### config.mk
export PLATFORM = sky130hd
export DESIGN_NAME = traffic_light_ctrl
export DESIGN_NICKNAME = d
export VERILOG_FILES = /design/src/rtl/traffic_pkg.sv /design/src/rtl/tick_gen.sv /design/src/rtl/traffic_light_ctrl.sv
export SDC_FILE = /design/constraint.sdc
export NUM_CORES = 1
export LEC_CHECK = 0
export ABC_AREA = 1
export CAP_MARGIN = 20
export CELL_PAD_IN_SITES_DETAIL_PLACEMENT = 0
export CELL_PAD_IN_SITES_GLOBAL_PLACEMENT = 1
export CORE_UTILIZATION = 30
export DETAILED_ROUTE_END_ITERATION = 10
export PLACE_DENSITY_LB_ADDON = 0.1
export SETUP_SLACK_MARGIN = 0.02
export SLEW_MARGIN = 15
export SYNTH_ARGS = -nofsm -noshare
export SYNTH_HDL_FRONTEND = slang
export SYNTH_HIERARCHICAL = 1
export SYNTH_SLANG_ARGS = --single-unit
### constraint.sdc
create_clock -name clk -period 2.2 [get_ports clk]
set_input_delay 0.44 -clock clk [delete_from_list [all_inputs] [get_ports clk]]
set_output_delay 0.44 -clock clk [all_outputs]
set_load 0.005 [all_outputs]
### src/rtl/traffic_pkg.sv
// Shared encodings for the intersection phase sequencer: state codes, lamp patterns
// and small decode helpers used by the controller.
package traffic_pkg;

  typedef enum logic [2:0] {
    MG    = 3'd0,
    MY    = 3'd1,
    ARS   = 3'd2,
    SG    = 3'd3,
    SY    = 3'd4,
    ARM   = 3'd5,
    NIGHT = 3'd6
  } state_e;

  localparam logic [2:0] L_RED = 3'b100;
  localparam logic [2:0] L_YEL = 3'b010;
  localparam logic [2:0] L_GRN = 3'b001;
  localparam logic [2:0] L_OFF = 3'b000;

  localparam int COUNT_W = 6;

  typedef struct packed {
    logic [2:0] main_head;
    logic [2:0] side_head;
  } heads_t;

  // Normal-cycle successor; NIGHT and the unused code fall back into the cycle at ARM
  // so the side head always gets a clearance interval before main goes green.
  function automatic state_e next_phase(input state_e s);
    state_e n;
    case (s)
      MG:      n = MY;
      MY:      n = ARS;
      ARS:     n = SG;
      SG:      n = SY;
      SY:      n = ARM;
      ARM:     n = MG;
      default: n = ARM;
    endcase
    return n;
  endfunction

  function automatic heads_t decode_heads(input state_e s, input logic flash);
    heads_t h;
    h.main_head = L_RED;
    h.side_head = L_RED;
    case (s)
      MG:    h.main_head = L_GRN;
      MY:    h.main_head = L_YEL;
      SG:    h.side_head = L_GRN;
      SY:    h.side_head = L_YEL;
      NIGHT: begin
        h.main_head = flash ? L_YEL : L_OFF;
        h.side_head = flash ? L_YEL : L_OFF;
      end
      default: ;
    endcase
    return h;
  endfunction

endpackage

### src/rtl/tick_gen.sv
// Free-running prescaler producing a one-cycle tick every TICK_DIV clocks.
// Only reset clears it, so mode changes never shift the one-second grid.
module tick_gen #(
  parameter int TICK_DIV = 50_000_000
) (
  input  logic clk,
  input  logic rst,
  output logic tick
);

  localparam int CW = (TICK_DIV > 1) ? $clog2(TICK_DIV) : 1;
  localparam logic [CW-1:0] LAST = CW'(TICK_DIV - 1);

  logic [CW-1:0] cnt_q;
  logic [CW-1:0] cnt_d;

  assign tick = (cnt_q == LAST);

  always_comb begin
    cnt_d = tick ? '0 : cnt_q + 1'b1;
  end

  always_ff @(posedge clk) begin
    if (rst) begin
      cnt_q <= '0;
    end else begin
      cnt_q <= cnt_d;
    end
  end

endmodule

### src/rtl/traffic_light_ctrl.sv
// Two-way intersection phase sequencer with night flash mode; drives both signal heads,
// the remaining-seconds count for the display and a debug phase code.
module traffic_light_ctrl
  import traffic_pkg::*;
#(
  parameter int TICK_DIV      = 50_000_000,
  parameter int MAIN_GREEN_S  = 30,
  parameter int MAIN_YELLOW_S = 3,
  parameter int SIDE_GREEN_S  = 20,
  parameter int SIDE_YELLOW_S = 3,
  parameter int ALL_RED_S     = 2
) (
  input  logic         clk,
  input  logic         rst,
  input  logic         night_mode,
  output logic [2:0]   main_light,
  output logic [2:0]   side_light,
  output logic [5:0]   count,
  output logic [2:0]   phase
);

  localparam logic [COUNT_W-1:0] DUR_MG  = COUNT_W'(MAIN_GREEN_S);
  localparam logic [COUNT_W-1:0] DUR_MY  = COUNT_W'(MAIN_YELLOW_S);
  localparam logic [COUNT_W-1:0] DUR_SG  = COUNT_W'(SIDE_GREEN_S);
  localparam logic [COUNT_W-1:0] DUR_SY  = COUNT_W'(SIDE_YELLOW_S);
  localparam logic [COUNT_W-1:0] DUR_AR  = COUNT_W'(ALL_RED_S);

  state_e               state_q, state_d;
  logic [COUNT_W-1:0]   count_q, count_d;
  logic                 flash_q, flash_d;
  logic                 tick;
  heads_t               heads;

  function automatic logic [COUNT_W-1:0] duration(input state_e s);
    logic [COUNT_W-1:0] d;
    case (s)
      MG:      d = DUR_MG;
      MY:      d = DUR_MY;
      SG:      d = DUR_SG;
      SY:      d = DUR_SY;
      ARS,
      ARM:     d = DUR_AR;
      default: d = '0;
    endcase
    return d;
  endfunction

  tick_gen #(
    .TICK_DIV (TICK_DIV)
  ) u_tick_gen (
    .clk  (clk),
    .rst  (rst),
    .tick (tick)
  );

  // Priority: night entry beats any tick/advance; while flashing, a night exit wins over
  // the tick so the clearance phase always starts with its full duration.
  always_comb begin
    state_d = state_q;
    count_d = count_q;
    flash_d = flash_q;
    if (night_mode && (state_q != NIGHT)) begin
      state_d = NIGHT;
      count_d = '0;
      flash_d = 1'b1;
    end else if (state_q == NIGHT) begin
      if (!night_mode) begin
        state_d = ARM;
        count_d = DUR_AR;
      end else if (tick) begin
        flash_d = ~flash_q;
      end
    end else if (tick) begin
      if (count_q > COUNT_W'(1)) begin
        count_d = count_q - COUNT_W'(1);
      end else begin
        state_d = next_phase(state_q);
        count_d = duration(next_phase(state_q));
      end
    end
  end

  always_ff @(posedge clk) begin
    if (rst) begin
      state_q <= MG;
      count_q <= DUR_MG;
      flash_q <= 1'b1;
    end else begin
      state_q <= state_d;
      count_q <= count_d;
      flash_q <= flash_d;
    end
  end

  assign heads      = decode_heads(state_q, flash_q);
  assign main_light = heads.main_head;
  assign side_light = heads.side_head;
  assign count      = count_q;
  assign phase      = state_q;

endmodule
* After elaboration in Yosys (flattened, before gate mapping)
Index checks and enable logic that the tools add are counted.
Widths: inputs -> output; s select.
** Operators by class
- Add/sub/neg operators :: 2
- Multipliers :: 0
- Divide/modulo/power cells :: 0
- Magnitude comparators :: 1
- Equal/unequal tests :: 17
- Shift operators :: 0
- Muxes and demuxes :: 17
- Bitwise operators :: 1
- Reduce and logical (&&, ||, !) cells :: 14
** Operator list (count)
- $add 26x1->26 const B :: 1
- $eq 26x26->1 const B :: 1
- $mux 6 :: 4
- $mux 3 :: 7
- $pmux 5 s4 :: 1
- $pmux 3 s3 :: 2
- $eq 3x3->1 const B :: 5
- $pmux 3 s5 :: 1
- $eq 3x2->1 const B :: 4
- $ne 3x3->1 const B :: 3
- $reduce_and 3->1 :: 3
- $reduce_or 2->1 :: 4
- $eq 3x1->1 const B :: 2
- $gt 6x1->1 const B :: 1
- $logic_not 3->1 :: 2
- $sub 6x1->6 const B :: 1
- $mux 5 :: 1
- $ne 2x2->1 const B :: 2
- $reduce_and 2->1 :: 2
- $reduce_bool 3->1 :: 1
- $mux 2 :: 1
- $reduce_bool 2->1 :: 1
- $logic_and 1x1->1 :: 1
- $not 1->1 :: 1
** Storage, ports and cells
- Register bits after elaboration :: 36
- Latch bits :: 0
- Bits in writable memories :: 0
- ROM bits :: 0
- Bits of input ports :: 3
- Logic and storage cells :: 58
- Memories :: 0

* Longest topological paths before layout
- Depth in word-level cells :: 13
- Depth in mapped cells :: 15
- Mapped depth without buffers :: 15

* Cells and area by module
Netlist, hierarchy kept.
** By module, submodules not included
- tick_gen :: times used 1, cells each 219, area an instance 1415.1 um^2
- traffic_light_ctrl :: times used 1, cells each 134, area an instance 847.1 um^2

* Worst setup path before layout
Ideal clock, no wire load.
- Path kind :: register to register
- Start point :: register u_tick_gen.cnt_q[0]
- End point :: register state_q[2] (netlist: phase[2])
- Library setup time :: 0.113 ns
- Arrival :: 1.717 ns
- Required time :: 2.087 ns
- Slack :: 0.370 ns
- Stages on the path, launching flop included :: 15
- Buffers on the path :: 0
- Period minus slack after synthesis :: 1.830 ns
- Cell sequence :: dfxtp_1 > ha_1 > nand2_2 > nor2_4 > nand2_2 > inv_1 > nand2_1 > nor4_1 > inv_1 > nand2_4 > nand2_4 > inv_4 > nand2_4 > o21ai_1 > nor2_1
** On the way
- Cells in the longest elaborated chain, start to end :: 3
** RTL lines
- from (decl) :: line tick_gen.sv:14 : logic [CW-1:0] cnt_q;
- from (signal assigned) :: line tick_gen.sv:27 : cnt_q <= cnt_d;
- $eq 26x26->1 :: line tick_gen.sv:17 : assign tick = (cnt_q == LAST);
- net tick :: line traffic_light_ctrl.sv:31 : logic tick;
- $reduce_bool 3->1 (no line)
- $reduce_and 3->1 (no line)
- to (signal assigned) :: line traffic_light_ctrl.sv:89 : state_q <= state_d;
- to (decl) :: line traffic_light_ctrl.sv:28 : state_e state_q, state_d;
The timed path passes the listed nets, and every way through them passes these cells.
A chain may end at the register's enable or synchronous reset.

* Worst setup path after layout
- Start point :: register state_q[2] (netlist: phase[2])
- End point :: output side_light[2]
** On the way
- Cells in the longest elaborated chain, start to end :: 2
- Elaborated cells between the ends (all ways) :: 4
- Those cells by class :: eq/ne (3); mux (1)
** RTL lines
- $eq 3x3->1 or $eq 3x2->1 (tied branches) :: line traffic_pkg.sv:47 : case (s)
- $pmux 3 s3 (*) :: line traffic_pkg.sv:47
- to (decl) :: line traffic_light_ctrl.sv:17 : output logic [2:0] side_light,
Mark *: on every way between the ends. The rest lies on a longest branch, timed or not.

==> key figures <==
Power and ir drop
  • Clock power frac: 38.3%
  • Sequential power share: 50.9%
  • P_sw: 0.338 mW
  • Leakage: 1.09 nW
  • Pint: 1.01 mW
  • P per Cell Area: 508 nW/um2
  • Maximum vdd drop: 0.181 mV
  • Sw Share: 25.0%
  • Combinational share of power: 10.9%

Logic synthesis
  • Synthesis-stage register bit count: 36
  • Mapped Area: 2260 um2
  • Avg Synthesized Cell Area: 6.41 um2
  • Cells after synthesis: 353
  • Seq/Total Area, Yosys: 31.9%
  • Net Count, Synth: 359
  • Distinct cells, synth: 28
  • Synth warn: 6

Drt
  • Final wirelength: 5570 um
  • Remaining DRCs: 0
  • Detail-routed via count per cell: 4.47
  • Iteration-0 DRC Markers: 86
  • Via count: 2,130
  • Number of detailed-route iterations in the first pass: 4
  • Detail Route Antenna Nets: 0
  • WL/cell: 11.7 um

Timing
  • Slew headroom: 78.7%
  • Hold Fails Final Rpt: 0
  • RSZ-0062 raised after global routing: yes
  • Crit path time final: 2070 ps
  • Worst Tran Pin Value: 318 ps
  • Crit share post-route: 94.0%
  • Max-slew violation count: 0
  • Clock Skew: 9.71 ps
  • Slack of the critical path: 133 ps
  • Setup violators final: 0
  • Setup TNS Final: 0 ps
  • Peak Freq: 0.484 GHz

GRT
  • Initial antenna violation count: 0
  • Met1 Resource Use GR: 23.1%
  • Most Crowded Layer GR: met1
  • Vias in the first global route: 1,906
  • Met2 usage: 22.6%
  • Largest net degree at the start of global routing: 18
  • Aggregate global routing overflow: 0
  • First-pass GRT wire length: 9320 um
  • All-Layer GR Usage: 15.7%
  • Global-route met3 utilization: 3.64%

CTS
  • Post-CTS setup buffer count: 0
  • Max clock buf depth: 2
  • Skew-Pair Late Insertion Delay: 290 ps
  • CTS buffer count: 5
  • CTS tree: built
  • Hold-fix buffers at CTS: 0
  • Root buffer cell: clkbuf_8
  • H-tree depth: 2
  • Clock sinks: 36
  • CTS clk-pin slew, worst paths: 70 ps

Die
  • Die area: 7890 um2
  • Starting density of the core: 31.2%
  • Row cnt: 31
  • Die width: 88.8 um
  • Core ar.: 7250 um2
  • Die Span Y: 88.8 um
  • IO Pins: 18

Layout
  • FF+latch area: 727 um2
  • Share of post-route cells with drive strength above 1: 12.7%
  • Fillers: 809
  • Area of the multi-input gates: 1310 um2
  • Antenna Cells: 0
  • Final Instance Count excl. Fillers: 476
  • P&R area growth vs syn: 17.7%
  • Final nets: 383

Worst setup path
  • Critical Path Start: phase[2]
  • Worst R2R End: count[3]
  • Worst Setup Path Type: register to output pin
  • Cells on worst reg2reg path: 14
  • R2R setup slack: 260 ps
  • Crit path DAT: 1630 ps
  • Critical Path Sink: side_light[2]
  • Worst Path Required: 1760 ps
  • CP max FO: 9
  • Worst R2R Start: u_tick_gen/cnt_q[0]
  • Startpoint class of the critical path: register
  • Worst setup EP type: output pin

Min path
  • Hold WC Path Type: register to register
  • Hold Path Stages: 1
  • HP Start: u_tick_gen/cnt_q[0]

Place
  • Worst slack, placed: 163 ps
  • Post-Place Cells: 469
  • Dpl hpwl: 4370 um
  • Gpl congestion: 0.770
  • IO Port Bufs: 17

Outcome
  • Outcome: finished, final reports clean

Run
  • Max cap viols: 0
## synth_stat cells (all sizes together)
cell | count | share of area [%]
nand2 | 99 | 19
nand3 | 40 | 9.8
nor2 | 71 | 13
inv | 51 | 8.7
nor3 | 1 | 0.22
xor2 | 4 | 1.5
or2 | 2 | 0.55
xnor2 | 8 | 3.1
dfxtp | 36 | 32
a21oi | 15 | 3.7
buf | 4 | 2.0
o21ai | 7 | 1.7
nor4 | 1 | 0.28
ha | 3 | 1.7
nand4 | 11 | 3.0
## power by group through the flow
stage,Combinational (mW),Sequential [mW],Clock (mW)
after floorplan,0.0987,0.694,0
after global placement,0.149,0.704,0
after detailed placement,0.147,0.702,0
after CTS,0.148,0.688,0.541
after global routing,0.168,0.690,0.570
final,0.147,0.688,0.517
## flip-flops by register name (all words and copies together), names as in the netlist
name              count
phase                 3
count                 6
u_tick_gen/cnt_q     26
flash_q               1
## critical path: stages (launching register included)
cell and delay [ps]:
dfxtp_4 410, inv_1 110, nand3_1 120, inv_1 70, a21oi_1 110, clkdlybuf4s50_1 520
## metal layers
layer	up-vias	part of all wire (%)
li1	1152	-
met5	-	0
met4	0	1.2
met2	25	40
met1	948	55
met3	5	4.0
## metrics by stage
stage | total power, mW | hold WS (ps) | area [um2] | util (%)
final | 1.35 | 460 | 2660 | 36.7
after global routing | 1.43 | 506 | 2660 | 36.7
after detailed placement | 0.850 | 448 | 2550 | 35.2
after floorplan | 0.793 | 430 | 2260 | -
after CTS | 1.38 | 466 | 2650 | 36.6
after global placement | 0.852 | 444 | 2550 | 35.2
## final cells by class
cell class	instances	area share, %
Inverter	51	7.38
Multi-Input combinational cell	262	49.1
Timing Repair Buffer	21	7.99
Sequential cell	36	27.3
Clock buffer	7	3.62
Tap cell	99	4.65
## cells by family after synthesis
family | count (synthesis) | share of synthesized area [%]
XOR/XNOR | 12 | 4.65
flip-flops | 36 | 31.9
AO/OA/AOI/OAI | 22 | 5.36
buffers and inverters | 55 | 10.7
AND/OR/NAND/NOR | 225 | 45.8
adder cells (fa/ha/maj) | 3 | 1.66
## layout by cell type, fill, tap and decap left out, types with 2 or more instances in the layout
master,count
nand2_1,86
xor2_1,4
nor2_1,65
nand3_2,2
o21ai_0,4
a21oi_2,2
buf_4,3
clkbuf_8,7
xnor2_1,8
nand3_1,37
dfxtp_1,33
dfxtp_2,2
inv_2,4
nand4_1,11
or2_2,2
nor2_4,3
clkdlybuf4s50_1,17
nor2_2,3
o21ai_1,2
nand2_4,4
inv_1,45
nand2_2,9
inv_4,2
a21oi_1,13
ha_1,3
## worst min-delay path by stage
| stage | end |
|---|---|
| 6_report | u_tick_gen/cnt_q[0] |
| 5_1_grt | u_tick_gen/cnt_q[0] |
| 4_1_cts | u_tick_gen/cnt_q[0] |
| 3_5_place_dp | u_tick_gen/cnt_q[0] |
| 3_3_place_gp | u_tick_gen/cnt_q[0] |
| 2_1_floorplan | u_tick_gen/cnt_q[0] |
## timing repair
item | 4_1_cts | 5_1_grt
gates resized for setup | 2 | 4
endpoints found under the setup margin | 2 | 11
endpoints found under the hold margin | 0 | 0
Power figures use the tool's default switching activity.
==> edit 1, RTL diff (same flow settings) <==
`TICK_DIV` is set to 50_000_000 in 2 places; all go to 25_000_000.
--- a/src/rtl/tick_gen.sv
+++ b/src/rtl/tick_gen.sv
@@ -3,3 +3,3 @@
 module tick_gen #(
-  parameter int TICK_DIV = 50_000_000
+  parameter int TICK_DIV = 25_000_000
 ) (
--- a/src/rtl/traffic_light_ctrl.sv
+++ b/src/rtl/traffic_light_ctrl.sv
@@ -5,3 +5,3 @@
 #(
-  parameter int TICK_DIV      = 50_000_000,
+  parameter int TICK_DIV      = 25_000_000,
   parameter int MAIN_GREEN_S  = 30,
Formal check against the unedited RTL: same outputs for any inputs over 10 cycles, from zero or initial values and one cycle with rst high; that may be too few to reach the edited logic, so the function may still have changed.
==> edit 1 against the original RTL <==
Sequential share of layout area grew 0.20 points. Power is 5.6% lower. Setup slack better by 49 ps. Sequential cell count down 1. Design area decreased by 3.5%. Wire length decreased by 7.5%. Synthesized area decreased by 1.6%. Highest routed layer unchanged.
==> edit 1: results (changes against the original RTL) <==
status -> complete, no violations
Synth Net Count -> 347 (-3.3%)
Routed WL per cell -> 11.1 um (-4.9%)
Worst IR Drop VDD -> 0.162 mV (-11%)
Commonest cells post-synth -> nand2_1 (88), inv_1 (50), nor2_1 (46)
area share of fa/ha/maj cells after synthesis -> 0.0169 (+0.000270)
post-synthesis xor/xnor area fraction -> 0.0393 (-0.00711)
Cell variety after synth -> 26 (-7.1%)
P_clk -> 0.000467 W (-9.7%)
Int Pwr -> 0.000935 W (-7.8%)
global-route track usage on met1 -> 0.228 (-0.00320)
initial DRC count -> 75 (-13%)
CTS Buf Count -> 5 (unchanged)
clk_skew -> 7.29 ps (-2.43 ps)
vias per cell -> 4.41 (-1.3%)
largest net degree at the start of global routing -> 26 (+8)
Register-to-Register Path Depth -> 12 (-2)
leakage power -> 1.01 nW (-7.2%)
GRT met2 Usage -> 0.195 (-0.0307)
Relative slew margins -> 0.789 (+0.00157)
GRT met3 Usage -> 0.0339 (-0.00245)
first-pass GRT wire length -> 8620 um (-7.5%)
# nets final -> 369 (-3.7%)
drt pass-1 iters -> 5 (+1)
CP max FO -> 7 (-2)
dpl hpwl -> 4040 um (-7.6%)
metal2 WL -> 2050 um (-7.6%)
P_seq -> 0.000667 W (-3.1%)
overall global routing resource usage -> 0.145 (-0.0116)
Hold Path Stages -> 1 (unchanged)
Critical Path AT -> 1580 ps (-50 ps)
fraction of layout cells with a size suffix above 1 -> 0.126 (-0.000947)
Largest register FFs -> 25 (-3.8%)
placer congestion estimate -> 0.727 (-5.5%)
DRT met1 WL -> 2870 um (-6.3%)
synth top area cells -> dfxtp_1 (31%), nand2_1 (15%), inv_1 (8.4%), nor2_1 (7.8%), nand3_1 (7.2%)
Synth Area in Compound Gates -> 0.0658 (+0.0121)
sequential area share after synthesis -> 0.315 (-0.00380)
vias in the first global route -> 1781 (-6.6%)
Worst R2R End -> phase[2]$_SDFFE_PP0P_
[edit 1: cell count changes after synthesis, moves of 2 or more]
cell,change
or2_2,-2
inv_1,+5
nand3_1,-5
buf_6,-2
a21oi_1,+3
buf_8,+2
xnor2_1,-2
nand2_1,+2
nor2_4,+4
nor3_1,+2
nor2_1,-19
o21ai_0,+2
[edit 1: how the worst max path moves through the flow]
stage	cells past startpoint	slack, ps	start	to
4_1_cts	4	60	phase[0]$_SDFFE_PP0P_	main_light[1]
5_1_grt	12	60	u_tick_gen/cnt_q[0]$_SDFF_PP0_	phase[2]$_SDFFE_PP0P_
6_report	5	180	phase[1]$_SDFFE_PP0P_	main_light[1]
2_1_floorplan	12	520	u_tick_gen/cnt_q[0]$_SDFF_PP0_	phase[2]$_SDFFE_PP0P_
3_5_place_dp	12	250	u_tick_gen/cnt_q[0]$_SDFF_PP0_	phase[2]$_SDFFE_PP0P_
3_3_place_gp	5	310	phase[2]$_SDFFE_PP0P_	side_light[2]
[edit 1: cell type report]
| cell class | count | area [um^2] |
|---|---|---|
| inverter | 56 | 215 |
| fill | 809 | 4640 |
| tap | 99 | 124 |
| clock buffer | 7 | 76.3 |
| multi-input combinational | 246 | 1260 |
| timing repair buffer | 19 | 185 |
| sequential | 35 | 707 |
| clock inverter | 1 | 5.00 |
[edit 1: stage by stage]
step	hold WS (ps)	setup WS, ps	instance area, um^2	cells	total power (W)
final	453	182	2570	463	0.00128
after detailed placement	442	251	2480	455	0.000825
after global routing	474	61.0	2570	463	0.00135
after global placement	434	305	2480	455	0.000826
after floorplan	417	522	2230	341	0.000774
after CTS	453	64.8	2560	463	0.00130
[edit 1: worst max-delay path: stages (launching register included)]
cell and delay (ps):
dfxtp_2 360, buf_4 160, nor2_1 130, nand2_1 60
o21ai_1 70, clkdlybuf4s50_1 510
==> edit 2, RTL diff (same flow settings) <==
Made on the original files. Register the input `night_mode` before use, without a reset. The logic sees it one clock later.
--- a/src/rtl/traffic_light_ctrl.sv
+++ b/src/rtl/traffic_light_ctrl.sv
@@ -26,2 +26,8 @@
   localparam logic [COUNT_W-1:0] DUR_AR  = COUNT_W'(ALL_RED_S);
+
+  logic night_mode_q;
+
+  always_ff @(posedge clk) begin
+    night_mode_q <= night_mode;
+  end
 
@@ -61,3 +67,3 @@
     flash_d = flash_q;
-    if (night_mode && (state_q != NIGHT)) begin
+    if (night_mode_q && (state_q != NIGHT)) begin
       state_d = NIGHT;
@@ -66,3 +72,3 @@
     end else if (state_q == NIGHT) begin
-      if (!night_mode) begin
+      if (!night_mode_q) begin
         state_d = ARM;
Formal check against the unedited RTL: not equivalent (Yosys sat finds a counterexample within 4 cycles, from zero or initial values and one cycle with rst high).
==> edit 2 against the original RTL <==
Synthesized area shrank 0.33%. Critical endpoint unchanged. Via count grew 0.56%. Global-route usage shrank 0.47 points. Count of clock-buffer cells in the layout shrank 1. Power shrank 2.3%. Utilization shrank 0.052 points. Combinational power is essentially flat. Sequential cell count grew 1. Setup slack gained 41 ps. Non-clock buffer count grew 4. Largest cell class unchanged. Register-to-register slack gained 40 ps. Design area shrank 0.14%. Wire length shrank 0.11%. Critical path depth is the same.
==> edit 2: results (changes against the original RTL) <==
vias in the first global route -> 1885 (-1.1%)
synth warn -> 6 (unchanged)
status -> complete, no violations
# placed instances -> 470 (+0.21%)
Async SR Flop Fraction -> 0 (unchanged)
Synth Net Count -> 357 (-0.56%)
Reg2Reg Setup Slack -> 300 ps (+40 ps)
first-pass GRT wire length -> 9220 um (-1.0%)
Worst-Margin Slew -> 316 ps (-2.81 ps)
Cell variety after synth -> 27 (-3.6%)
Post-Syn Instances -> 351 (-0.57%)
total number of vias -> 2142 (+0.56%)
synth top area cells -> dfxtp_1 (33%), nand2_1 (14%), nor2_1 (11%), nand3_1 (9.5%), inv_1 (7.8%)
# nets final -> 384 (+0.26%)
dpl hpwl -> 4390 um (+0.44%)
Register-to-Register Path Depth -> 12 (-2)
hold slack -> 465 ps (+4.47 ps)
fraction of layout cells with a size suffix above 1 -> 0.116 (-0.0112)
CP max FO -> 10 (+1)
drt pass-1 iters -> 5 (+1)
sequential area share after synthesis -> 0.329 (+0.00994)
clk root buf -> clkbuf_8
initial DRC count -> 121 (+41%)
H-tree depth -> 2 (unchanged)
clk_skew -> 2.78 ps (-6.93 ps)
final wirelength -> 5570 um (-0.11%)
overall global routing resource usage -> 0.152 (-0.00467)
Filler Cell Count -> 840 (+3.8%)
leakage power -> 1.08 nW (-0.50%)
clock-pin slew on the worst setup and hold paths -> 80 ps
Commonest cells post-synth -> nand2_1 (83), nor2_1 (67), inv_1 (47)
CTS Buf Count -> 5 (unchanged)
Worst R2R End -> count[1]$_SDFFE_PP1P_
Worst IR Drop VDD -> 0.169 mV (-6.8%)
worst r2r src -> u_tick_gen/cnt_q[0]$_SDFF_PP0_
placer congestion estimate -> 0.760 (-1.2%)
Critical Path AT -> 1590 ps (-40 ps)
IO Port Bufs -> 17 (unchanged)
Routed WL per cell -> 11.6 um (-0.53%)
-- edit 2: how the worst max path moves through the flow --
stage	from	end	slack (ps)	cells after the start
6_report	phase[2]$_SDFFE_PP0P_	side_light[2]	170	5
5_1_grt	phase[0]$_SDFFE_PP0P_	main_light[1]	20	4
4_1_cts	u_tick_gen/cnt_q[0]$_SDFF_PP0_	count[1]$_SDFFE_PP1P_	90	12
3_5_place_dp	u_tick_gen/cnt_q[0]$_SDFF_PP0_	count[1]$_SDFFE_PP1P_	110	12
3_3_place_gp	u_tick_gen/cnt_q[0]$_SDFF_PP0_	count[2]$_SDFFE_PP1P_	180	12
2_1_floorplan	u_tick_gen/cnt_q[0]$_SDFF_PP0_	count[1]$_SDFFE_PP1P_	70	12
-- edit 2: critical path: cells and delay by family (launching register included) --
| kind | cells | cell delay (ps) |
|---|---|---|
| buffers and inverters | 3 | 660 |
| DFF | 1 | 450 |
| AOI/OAI and AO/OA | 1 | 120 |
| and+or+nand+nor | 1 | 90 |
-- edit 2: cells by family after synthesis --
group                      Yosys count  synth area share
and+or+nand+nor                    223             0.445
buffers and inverters               54             0.108
DFF                                 37             0.329
AOI/OAI and AO/OA                   22            0.0549
xor gates and xnor gates            12            0.0466
adders and majority gates            3            0.0166
-- edit 2: metrics by stage --
step,worst slack (ps),instance area (um^2),power (W)
after floorplan,70.5,2250,0.000816
after global placement,183,2560,0.000874
after detailed placement,113,2560,0.000873
after CTS,92.3,2650,0.00134
after global routing,24.9,2660,0.00139
final,173,2660,0.00132
-- edit 2: area by class of cell --
type                            instances  area (um^2)  share of cell area
Clock inverter                          2         10.0             0.00376
Inverter                               49          186              0.0701
Sequential cell                        37          743               0.280
Multi-Input combinational cell        260         1280               0.481
Tap cell                               99          124              0.0466
Timing Repair Buffer                   25          243              0.0913
Clock buffer                            6         72.6              0.0273
-- edit 2: report_power, final --
part	internal [W]	switching [W]	total (W)
combinational	0.0000713	0.0000757	0.000147
clock	0.000220	0.000244	0.000464
sequential	0.000685	0.0000243	0.000710
-- edit 2: routing by layer --
metal / up-vias / global-route usage / routed length, um
met5: - / 0 / 0
met1: 957 / 0.234 / 3040
li1: 1154 / - / -
met2: 29 / 0.215 / 2300
met3: 2 / 0.0289 / 184
met4: 0 / 0.0352 / 35
-- edit 2: repair_timing --
item | CTS | global route
pin swaps | 0 | 0
hold endpoints to repair | 0 | 0
setup endpoints to repair | 1 | 9
setup buffers | 0 | 0
resized for setup | 1 | 3
